[src/rtl/data_io_packer_if.sv]
// Byte-download and word-write signals of the download packer.
// The master modport is the packer itself; slave is the byte source and the core.
interface data_io_packer_if #(
    parameter int DW_BYTES = 2
);
    logic                    clkref_n;
    logic                    dl_start;
    logic                    dl_end;
    logic                    byte_stb;
    logic [7:0]              byte_data;
    logic                    ioctl_wait;
    logic                    ioctl_download;
    logic                    ioctl_wr;
    logic [26:0]             ioctl_addr;
    logic [8*DW_BYTES-1:0]   ioctl_dout;
    logic [DW_BYTES-1:0]     ioctl_be;
    logic                    overflow;

    modport master (
        input  clkref_n, dl_start, dl_end, byte_stb, byte_data, ioctl_wait,
        output ioctl_download, ioctl_wr, ioctl_addr, ioctl_dout, ioctl_be, overflow
    );

    modport slave (
        output clkref_n, dl_start, dl_end, byte_stb, byte_data, ioctl_wait,
        input  ioctl_download, ioctl_wr, ioctl_addr, ioctl_dout, ioctl_be, overflow
    );
endinterface

[src/rtl/data_io_packer.sv]
// Packs downloaded bytes into DW_BYTES-wide words with byte enables and issues them
// to the core through a word FIFO; a partial last word is flushed at end of download.
module data_io_packer #(
    parameter int          DW_BYTES   = 2,
    parameter int          FIFO_DEPTH = 4,
    parameter logic [26:0] START_ADDR = 27'd0,
    parameter logic        BIG_ENDIAN = 1'b0,
    parameter logic        USE_CLKREF = 1'b1
) (
    input logic              clk_sys,
    input logic              reset,
    data_io_packer_if.master bus
);
    localparam int              KW        = (DW_BYTES > 1) ? $clog2(DW_BYTES) : 1;
    localparam int              AW        = $clog2(FIFO_DEPTH);
    localparam int              WW        = 8 * DW_BYTES;
    localparam logic [KW-1:0]   K_LAST    = KW'(DW_BYTES - 1);
    localparam logic [26:0]     ADDR_STEP = 27'(DW_BYTES);
    localparam logic [AW:0]     FIFO_FULL = (AW + 1)'(FIFO_DEPTH);

    localparam logic [1:0] S_IDLE  = 2'd0;
    localparam logic [1:0] S_LOAD  = 2'd1;
    localparam logic [1:0] S_DRAIN = 2'd2;

    logic [1:0]          r_state;
    logic [KW-1:0]       r_k;
    logic [WW-1:0]       r_word;
    logic [DW_BYTES-1:0] r_be;
    logic [AW:0]         r_wptr;
    logic [AW:0]         r_rptr;
    logic [26:0]         r_addr;
    logic                r_wr;
    logic [26:0]         r_out_addr;
    logic [WW-1:0]       r_out_dout;
    logic [DW_BYTES-1:0] r_out_be;
    logic                r_overflow;
    logic [WW-1:0]       r_fifo_dout [FIFO_DEPTH];
    logic [DW_BYTES-1:0] r_fifo_be   [FIFO_DEPTH];

    logic                w_byte_ok;
    logic                w_end_ok;
    logic [KW-1:0]       w_lane;
    logic [KW-1:0]       w_k_next;
    logic [WW-1:0]       w_word;
    logic [DW_BYTES-1:0] w_be;
    logic                w_push;
    logic                w_push_ok;
    logic                w_pop;
    logic [AW:0]         w_count;
    logic [AW:0]         w_count_next;
    logic                w_done;

    // NOTE: every signal gets a default at the top of always_comb so no path leaves it unassigned (no latch).
    always_comb begin
        w_byte_ok = bus.byte_stb & (r_state == S_LOAD);
        w_end_ok  = bus.dl_end & (r_state == S_LOAD);
        w_lane    = BIG_ENDIAN ? (K_LAST - r_k) : r_k;
        w_word    = r_word;
        w_be      = r_be;
        if (w_byte_ok) begin
            w_word[w_lane*8 +: 8] = bus.byte_data;
            w_be[w_lane]          = 1'b1;
        end
        w_k_next = r_k;
        if (w_byte_ok) w_k_next = (r_k == K_LAST) ? '0 : r_k + 1'b1;
        // A byte completing a word leaves nothing to flush, so both pushes never coincide.
        w_push       = (w_byte_ok & (r_k == K_LAST)) | (w_end_ok & (w_k_next != '0));
        w_count      = r_wptr - r_rptr;
        w_pop        = (r_state != S_IDLE) & (w_count != '0) & ~bus.ioctl_wait
                     & (~bus.clkref_n | ~USE_CLKREF);
        w_push_ok    = w_push & ((w_count != FIFO_FULL) | w_pop);
        w_count_next = w_count + (AW + 1)'(w_push_ok) - (AW + 1)'(w_pop);
        w_done       = ((r_state == S_DRAIN) | w_end_ok) & (w_count_next == '0) & ~w_pop;
    end

    // NOTE: the word storage has no reset; the pointers alone define what is valid.
    always_ff @(posedge clk_sys) begin
        if (w_push_ok) begin
            r_fifo_dout[r_wptr[AW-1:0]] <= w_word;
            r_fifo_be[r_wptr[AW-1:0]]   <= w_be;
        end
    end

    // NOTE: state uses non-blocking assignments so every register samples pre-edge values.
    always_ff @(posedge clk_sys or posedge reset) begin
        if (reset) begin
            r_state    <= S_IDLE;
            r_k        <= '0;
            r_word     <= '0;
            r_be       <= '0;
            r_wptr     <= '0;
            r_rptr     <= '0;
            r_addr     <= START_ADDR;
            r_wr       <= 1'b0;
            r_out_addr <= '0;
            r_out_dout <= '0;
            r_out_be   <= '0;
            r_overflow <= 1'b0;
        end else if (bus.dl_start) begin
            r_state    <= S_LOAD;
            r_k        <= '0;
            r_word     <= '0;
            r_be       <= '0;
            r_wptr     <= '0;
            r_rptr     <= '0;
            r_addr     <= START_ADDR;
            r_wr       <= 1'b0;
            r_overflow <= 1'b0;
        end else begin
            r_wr <= w_pop;
            if (w_pop) begin
                r_out_addr <= r_addr;
                r_out_dout <= r_fifo_dout[r_rptr[AW-1:0]];
                r_out_be   <= r_fifo_be[r_rptr[AW-1:0]];
                r_addr     <= r_addr + ADDR_STEP;
                r_rptr     <= r_rptr + 1'b1;
            end
            if (w_push_ok) r_wptr <= r_wptr + 1'b1;
            if (w_push && !w_push_ok) r_overflow <= 1'b1;
            r_k    <= w_k_next;
            r_word <= w_push ? '0 : w_word;
            r_be   <= w_push ? '0 : w_be;
            if (w_done)        r_state <= S_IDLE;
            else if (w_end_ok) r_state <= S_DRAIN;
        end
    end

    assign bus.ioctl_download = (r_state != S_IDLE);
    assign bus.ioctl_wr       = r_wr;
    assign bus.ioctl_addr     = r_out_addr;
    assign bus.ioctl_dout     = r_out_dout;
    assign bus.ioctl_be       = r_out_be;
    assign bus.overflow       = r_overflow;
endmodule

[src/flat_wrapper.sv]
// flat-port wrapper written by rule: the top's interface ports become plain ports
module data_io_packer_flat 
#(
    parameter int          DW_BYTES   = 2,
    parameter int          FIFO_DEPTH = 4,
    parameter logic [26:0] START_ADDR = 27'd0,
    parameter logic        BIG_ENDIAN = 1'b0,
    parameter logic        USE_CLKREF = 1'b1
)
  (clk_sys, reset, bus_clkref_n, bus_dl_start, bus_dl_end, bus_byte_stb, bus_byte_data, bus_ioctl_wait, bus_ioctl_download, bus_ioctl_wr, bus_ioctl_addr, bus_ioctl_dout, bus_ioctl_be, bus_overflow);
  data_io_packer_if #(.DW_BYTES(DW_BYTES)) bus_i ();
  input logic clk_sys;
  input logic reset;
  input wire logic [$bits(bus_i.clkref_n)-1:0] bus_clkref_n;
  input wire logic [$bits(bus_i.dl_start)-1:0] bus_dl_start;
  input wire logic [$bits(bus_i.dl_end)-1:0] bus_dl_end;
  input wire logic [$bits(bus_i.byte_stb)-1:0] bus_byte_stb;
  input wire logic [$bits(bus_i.byte_data)-1:0] bus_byte_data;
  input wire logic [$bits(bus_i.ioctl_wait)-1:0] bus_ioctl_wait;
  output wire logic [$bits(bus_i.ioctl_download)-1:0] bus_ioctl_download;
  output wire logic [$bits(bus_i.ioctl_wr)-1:0] bus_ioctl_wr;
  output wire logic [$bits(bus_i.ioctl_addr)-1:0] bus_ioctl_addr;
  output wire logic [$bits(bus_i.ioctl_dout)-1:0] bus_ioctl_dout;
  output wire logic [$bits(bus_i.ioctl_be)-1:0] bus_ioctl_be;
  output wire logic [$bits(bus_i.overflow)-1:0] bus_overflow;
  assign bus_i.clkref_n = bus_clkref_n;
  assign bus_i.dl_start = bus_dl_start;
  assign bus_i.dl_end = bus_dl_end;
  assign bus_i.byte_stb = bus_byte_stb;
  assign bus_i.byte_data = bus_byte_data;
  assign bus_i.ioctl_wait = bus_ioctl_wait;
  assign bus_ioctl_download = bus_i.ioctl_download;
  assign bus_ioctl_wr = bus_i.ioctl_wr;
  assign bus_ioctl_addr = bus_i.ioctl_addr;
  assign bus_ioctl_dout = bus_i.ioctl_dout;
  assign bus_ioctl_be = bus_i.ioctl_be;
  assign bus_overflow = bus_i.overflow;
  data_io_packer #(.DW_BYTES(DW_BYTES), .FIFO_DEPTH(FIFO_DEPTH), .START_ADDR(START_ADDR), .BIG_ENDIAN(BIG_ENDIAN), .USE_CLKREF(USE_CLKREF)) u_core (.clk_sys(clk_sys), .reset(reset), .bus(bus_i));
endmodule
[config.mk]
export PLATFORM = sky130hd
export DESIGN_NAME = data_io_packer_flat
export DESIGN_NICKNAME = d
export VERILOG_FILES = /design/src/rtl/data_io_packer_if.sv /design/src/rtl/data_io_packer.sv /design/src/flat_wrapper.sv
export SDC_FILE = /design/constraint.sdc
export NUM_CORES = 1
export LEC_CHECK = 0
export CORE_UTILIZATION = 40
export CTS_CLUSTER_DIAMETER = 40
export CTS_CLUSTER_SIZE = 30
export DETAILED_ROUTE_END_ITERATION = 8
export MAX_ROUTING_LAYER = met4
export PLACE_DENSITY = 0.58
export SYNTH_ARGS = -nofsm -noshare
export SYNTH_HDL_FRONTEND = slang
export SYNTH_SLANG_ARGS = --single-unit
export TNS_END_PERCENT = 100
[constraint.sdc]
create_clock -name clk_sys -period 4.4 [get_ports clk_sys]
set_input_delay 1.1 -clock clk_sys [delete_from_list [all_inputs] [get_ports clk_sys]]
set_output_delay 1.1 -clock clk_sys [all_outputs]
set_load 0.02 [all_outputs]
==> impl_metrics.tcl <==
set metrics [dict create \
    htree_levels 4 \
    fillers 1452 \
    setup_violations 0 \
    path_class "flop to flop" \
    drtIter0Drc 211 \
    synth_cells 483 \
    layout_commonest_cell "dfrtp_1" \
    period_share_pct 85.4 \
    critPathCaptureType "flop" \
    insertedDiodeCount 0 \
    clk_pin_slew_worst_paths_ps 60 \
    fin_crit_ps 3760 \
    drive_gt1_share_pct 25.5 \
    syn_to_final_growth_pct 21.1 \
    cts-root-buf "clkbuf_16" \
    grt_max_degree 51 \
    die_h_um 137 \
    fin_nets 582 \
    grt_overflow 0 \
    ir_worst_vdd_mv 0.359 \
    antenna_found_initial 0 \
    final.setup_skew_ps 10.7 \
    antenna_left 0 \
    place_congestion 0.857 \
    synth_edf_count 72 \
    vias 4234 \
    yosys_warnings 0 \
    die_x_um 137 \
    cts_buffers 17 \
    cp_top_family "adder cells" \
    start_kind "flop" \
    setup_tns_ps 0 \
    crit_slowest_cell "fa_1" \
    final-max-slew-violation-count 0 \
    initial_core_util_pct 41.5 \
    cap_violations 0 \
    layout_common_cells "99 x dfrtp_1, 72 x edfxtp_1, 67 x mux2_2" \
    route.detailed.drc 0 \
    cellPowerDensity_nw_per_um2 485 \
    synth_nets 510 \
    wl_per_cell_um 18.3 \
    power.leakage_nw 3.51 \
    required_ps 4730 \
    ys_ff_latch 171 \
    cp.arrival_ps 4080 \
    syn_area_per_cell_um2 15.1 \
    postCtsSetupBuffers 0 \
    finalPower_mw 4.28 \
    cts.path.max_buffers 2 \
    tightestPinTransition_ps 995 \
    rsz0062_at_grt "no" \
    die_area_um2 18800 \
    cts_tree "built" \
    synthesis.area_um2 7290 \
    ys_async_sr_fraction_pct 57.9 \
    ys_types 51 \
    cts.sinks 171 \
    insertion_delay_ps 430 \
    max_stage_delay_ps 580 \
    fmax_mhz 266 \
    final_cells 793 \
    dr.pass1.iters 5 \
    pin_count 63 \
    slew-limit-headroom_pct 33.1 \
    cts_resized 0 \
    portBuffers 61 \
    hold_viol 0 \
    dp_hpwl_mm 9.17 \
    first_global_vias 4173 \
    crit_fanout 7 \
    hold_path.class "flop to flop" \
    synth-seq-area-share_pct 63.7 \
    vias_per_cell 5.34 \
    cp_cell_sequence "inv_1 -> ha_1 -> fa_1 -> nand2_1 -> a211oi_2 -> nor2_1 -> inv_1 -> ha_1 -> inv_1 -> ha_1 -> fa_1 -> xnor2_1 -> xnor2_1 -> a22o_1 -> a211oi_1" \
    cp_num_buf_inv 3 \
    grtUsageTotal_pct 17.3 \
    core_um2 17500 \
    status "complete, no violations" \
    rows 48 \
    synthFlopType "dfrtp_1" \
    wirelength_mm 14.5 \
    dp_cells 761 \
    cts_hold_buf 0 \
    grt_pass1_wl_mm 23.1 \
]
## state kept, by name, indices dropped and copies added, names as in the netlist
name,flops
u_core.r_fifo_be,8
u_core.r_word,16
u_core.r_k,1
u_core.bus.overflow,1
u_core.r_state,2
u_core.bus.ioctl_wr,1
u_core.bus.ioctl_dout,16
u_core.bus.ioctl_be,2
u_core.r_addr,26
u_core.r_fifo_dout,64
u_core.r_wptr,3
u_core.r_be,2
u_core.r_rptr,3
u_core.bus.ioctl_addr,26
## metal layers
metal | vias to the layer above | share of wire [%] | global-route usage [%]
li1 | 1952 | - | -
met3 | 12 | 3.4 | 2.78
met1 | 2169 | 47 | 23.1
met4 | 0 | 1.2 | 6.41
met5 | - | 0 | -
met2 | 101 | 48 | 26.5
## Yosys cell counts, types with 10 or more instances
master    number  area share, %
dfrtp_1       99             34
edfxtp_1      72             30
mux2_2        67             10
nor2b_1       28            2.4
a21oi_1       23            1.6
mux4_2        18            5.6
inv_1         16           0.82
nor2_1        14           0.72
o31ai_1       11            1.1
or4_1         11            1.1
ha_1          10            1.7
nand2_1       10           0.52
## logic make-up (layout without fill, tap and decap cells)
family / count (synthesis) / after routing / share of synthesized area [%]
other cells: 1 / 1 / 0.0515
compound gates: 53 / 53 / 4.74
xor+xnor: 6 / 6 / 1.13
fa+ha+maj: 12 / 12 / 2.27
simple gates: 113 / 113 / 9.36
mux: 88 / 88 / 16.3
flops: 171 / 171 / 63.7
buf+inv: 39 / 124 / 2.42
## metrics by stage
step | setup slack (ps) | hold WS, ps | utilization [%] | cell area [um^2]
after global routing | 318 | 522 | 50.3 | 8820
final | 644 | 492 | 50.3 | 8820
after global placement | 364 | 470 | 46.7 | 8180
after floorplan | 624 | 479 | - | 7290
after detailed placement | 262 | 484 | 46.7 | 8180
after CTS | 653 | 499 | 50.3 | 8820
## power breakdown
group | switching, mW | internal (mW) | total [mW]
clock network | 0.643 | 0.965 | 1.61
logic | 0.395 | 0.374 | 0.769
registers | 0.0654 | 1.84 | 1.90
## area by class of cell
type	count	area, um^2	area share, %
Clock buffer	18	429	4.87
Clock inverter	14	209	2.37
Inverter	16	62.6	0.709
Multi-Input combinational cell	273	2470	28.1
Sequential cell	171	4640	52.6
Tap cell	225	282	3.19
Timing Repair Buffer	76	723	8.20
## path summary, 6_finish.rpt
kind                                          startpoint  slack (ps)                        end  cells past startpoint
worst max-delay path                    u_core.r_wptr[0]         640          u_core.r_state[1]                     15
worst min-delay path            u_core.bus.ioctl_dout[4]         490   u_core.bus.ioctl_dout[4]                      1
worst max register to register          u_core.r_wptr[0]         640          u_core.r_state[1]                     15
worst min register to register  u_core.bus.ioctl_dout[4]         490   u_core.bus.ioctl_dout[4]                      1
max in group asynchronous                          reset        2500  u_core.bus.ioctl_dout[14]                      3
min in group asynchronous                          reset        1150     u_core.bus.ioctl_be[0]                      2
Note: power is estimated with default switching activity, not from simulation.
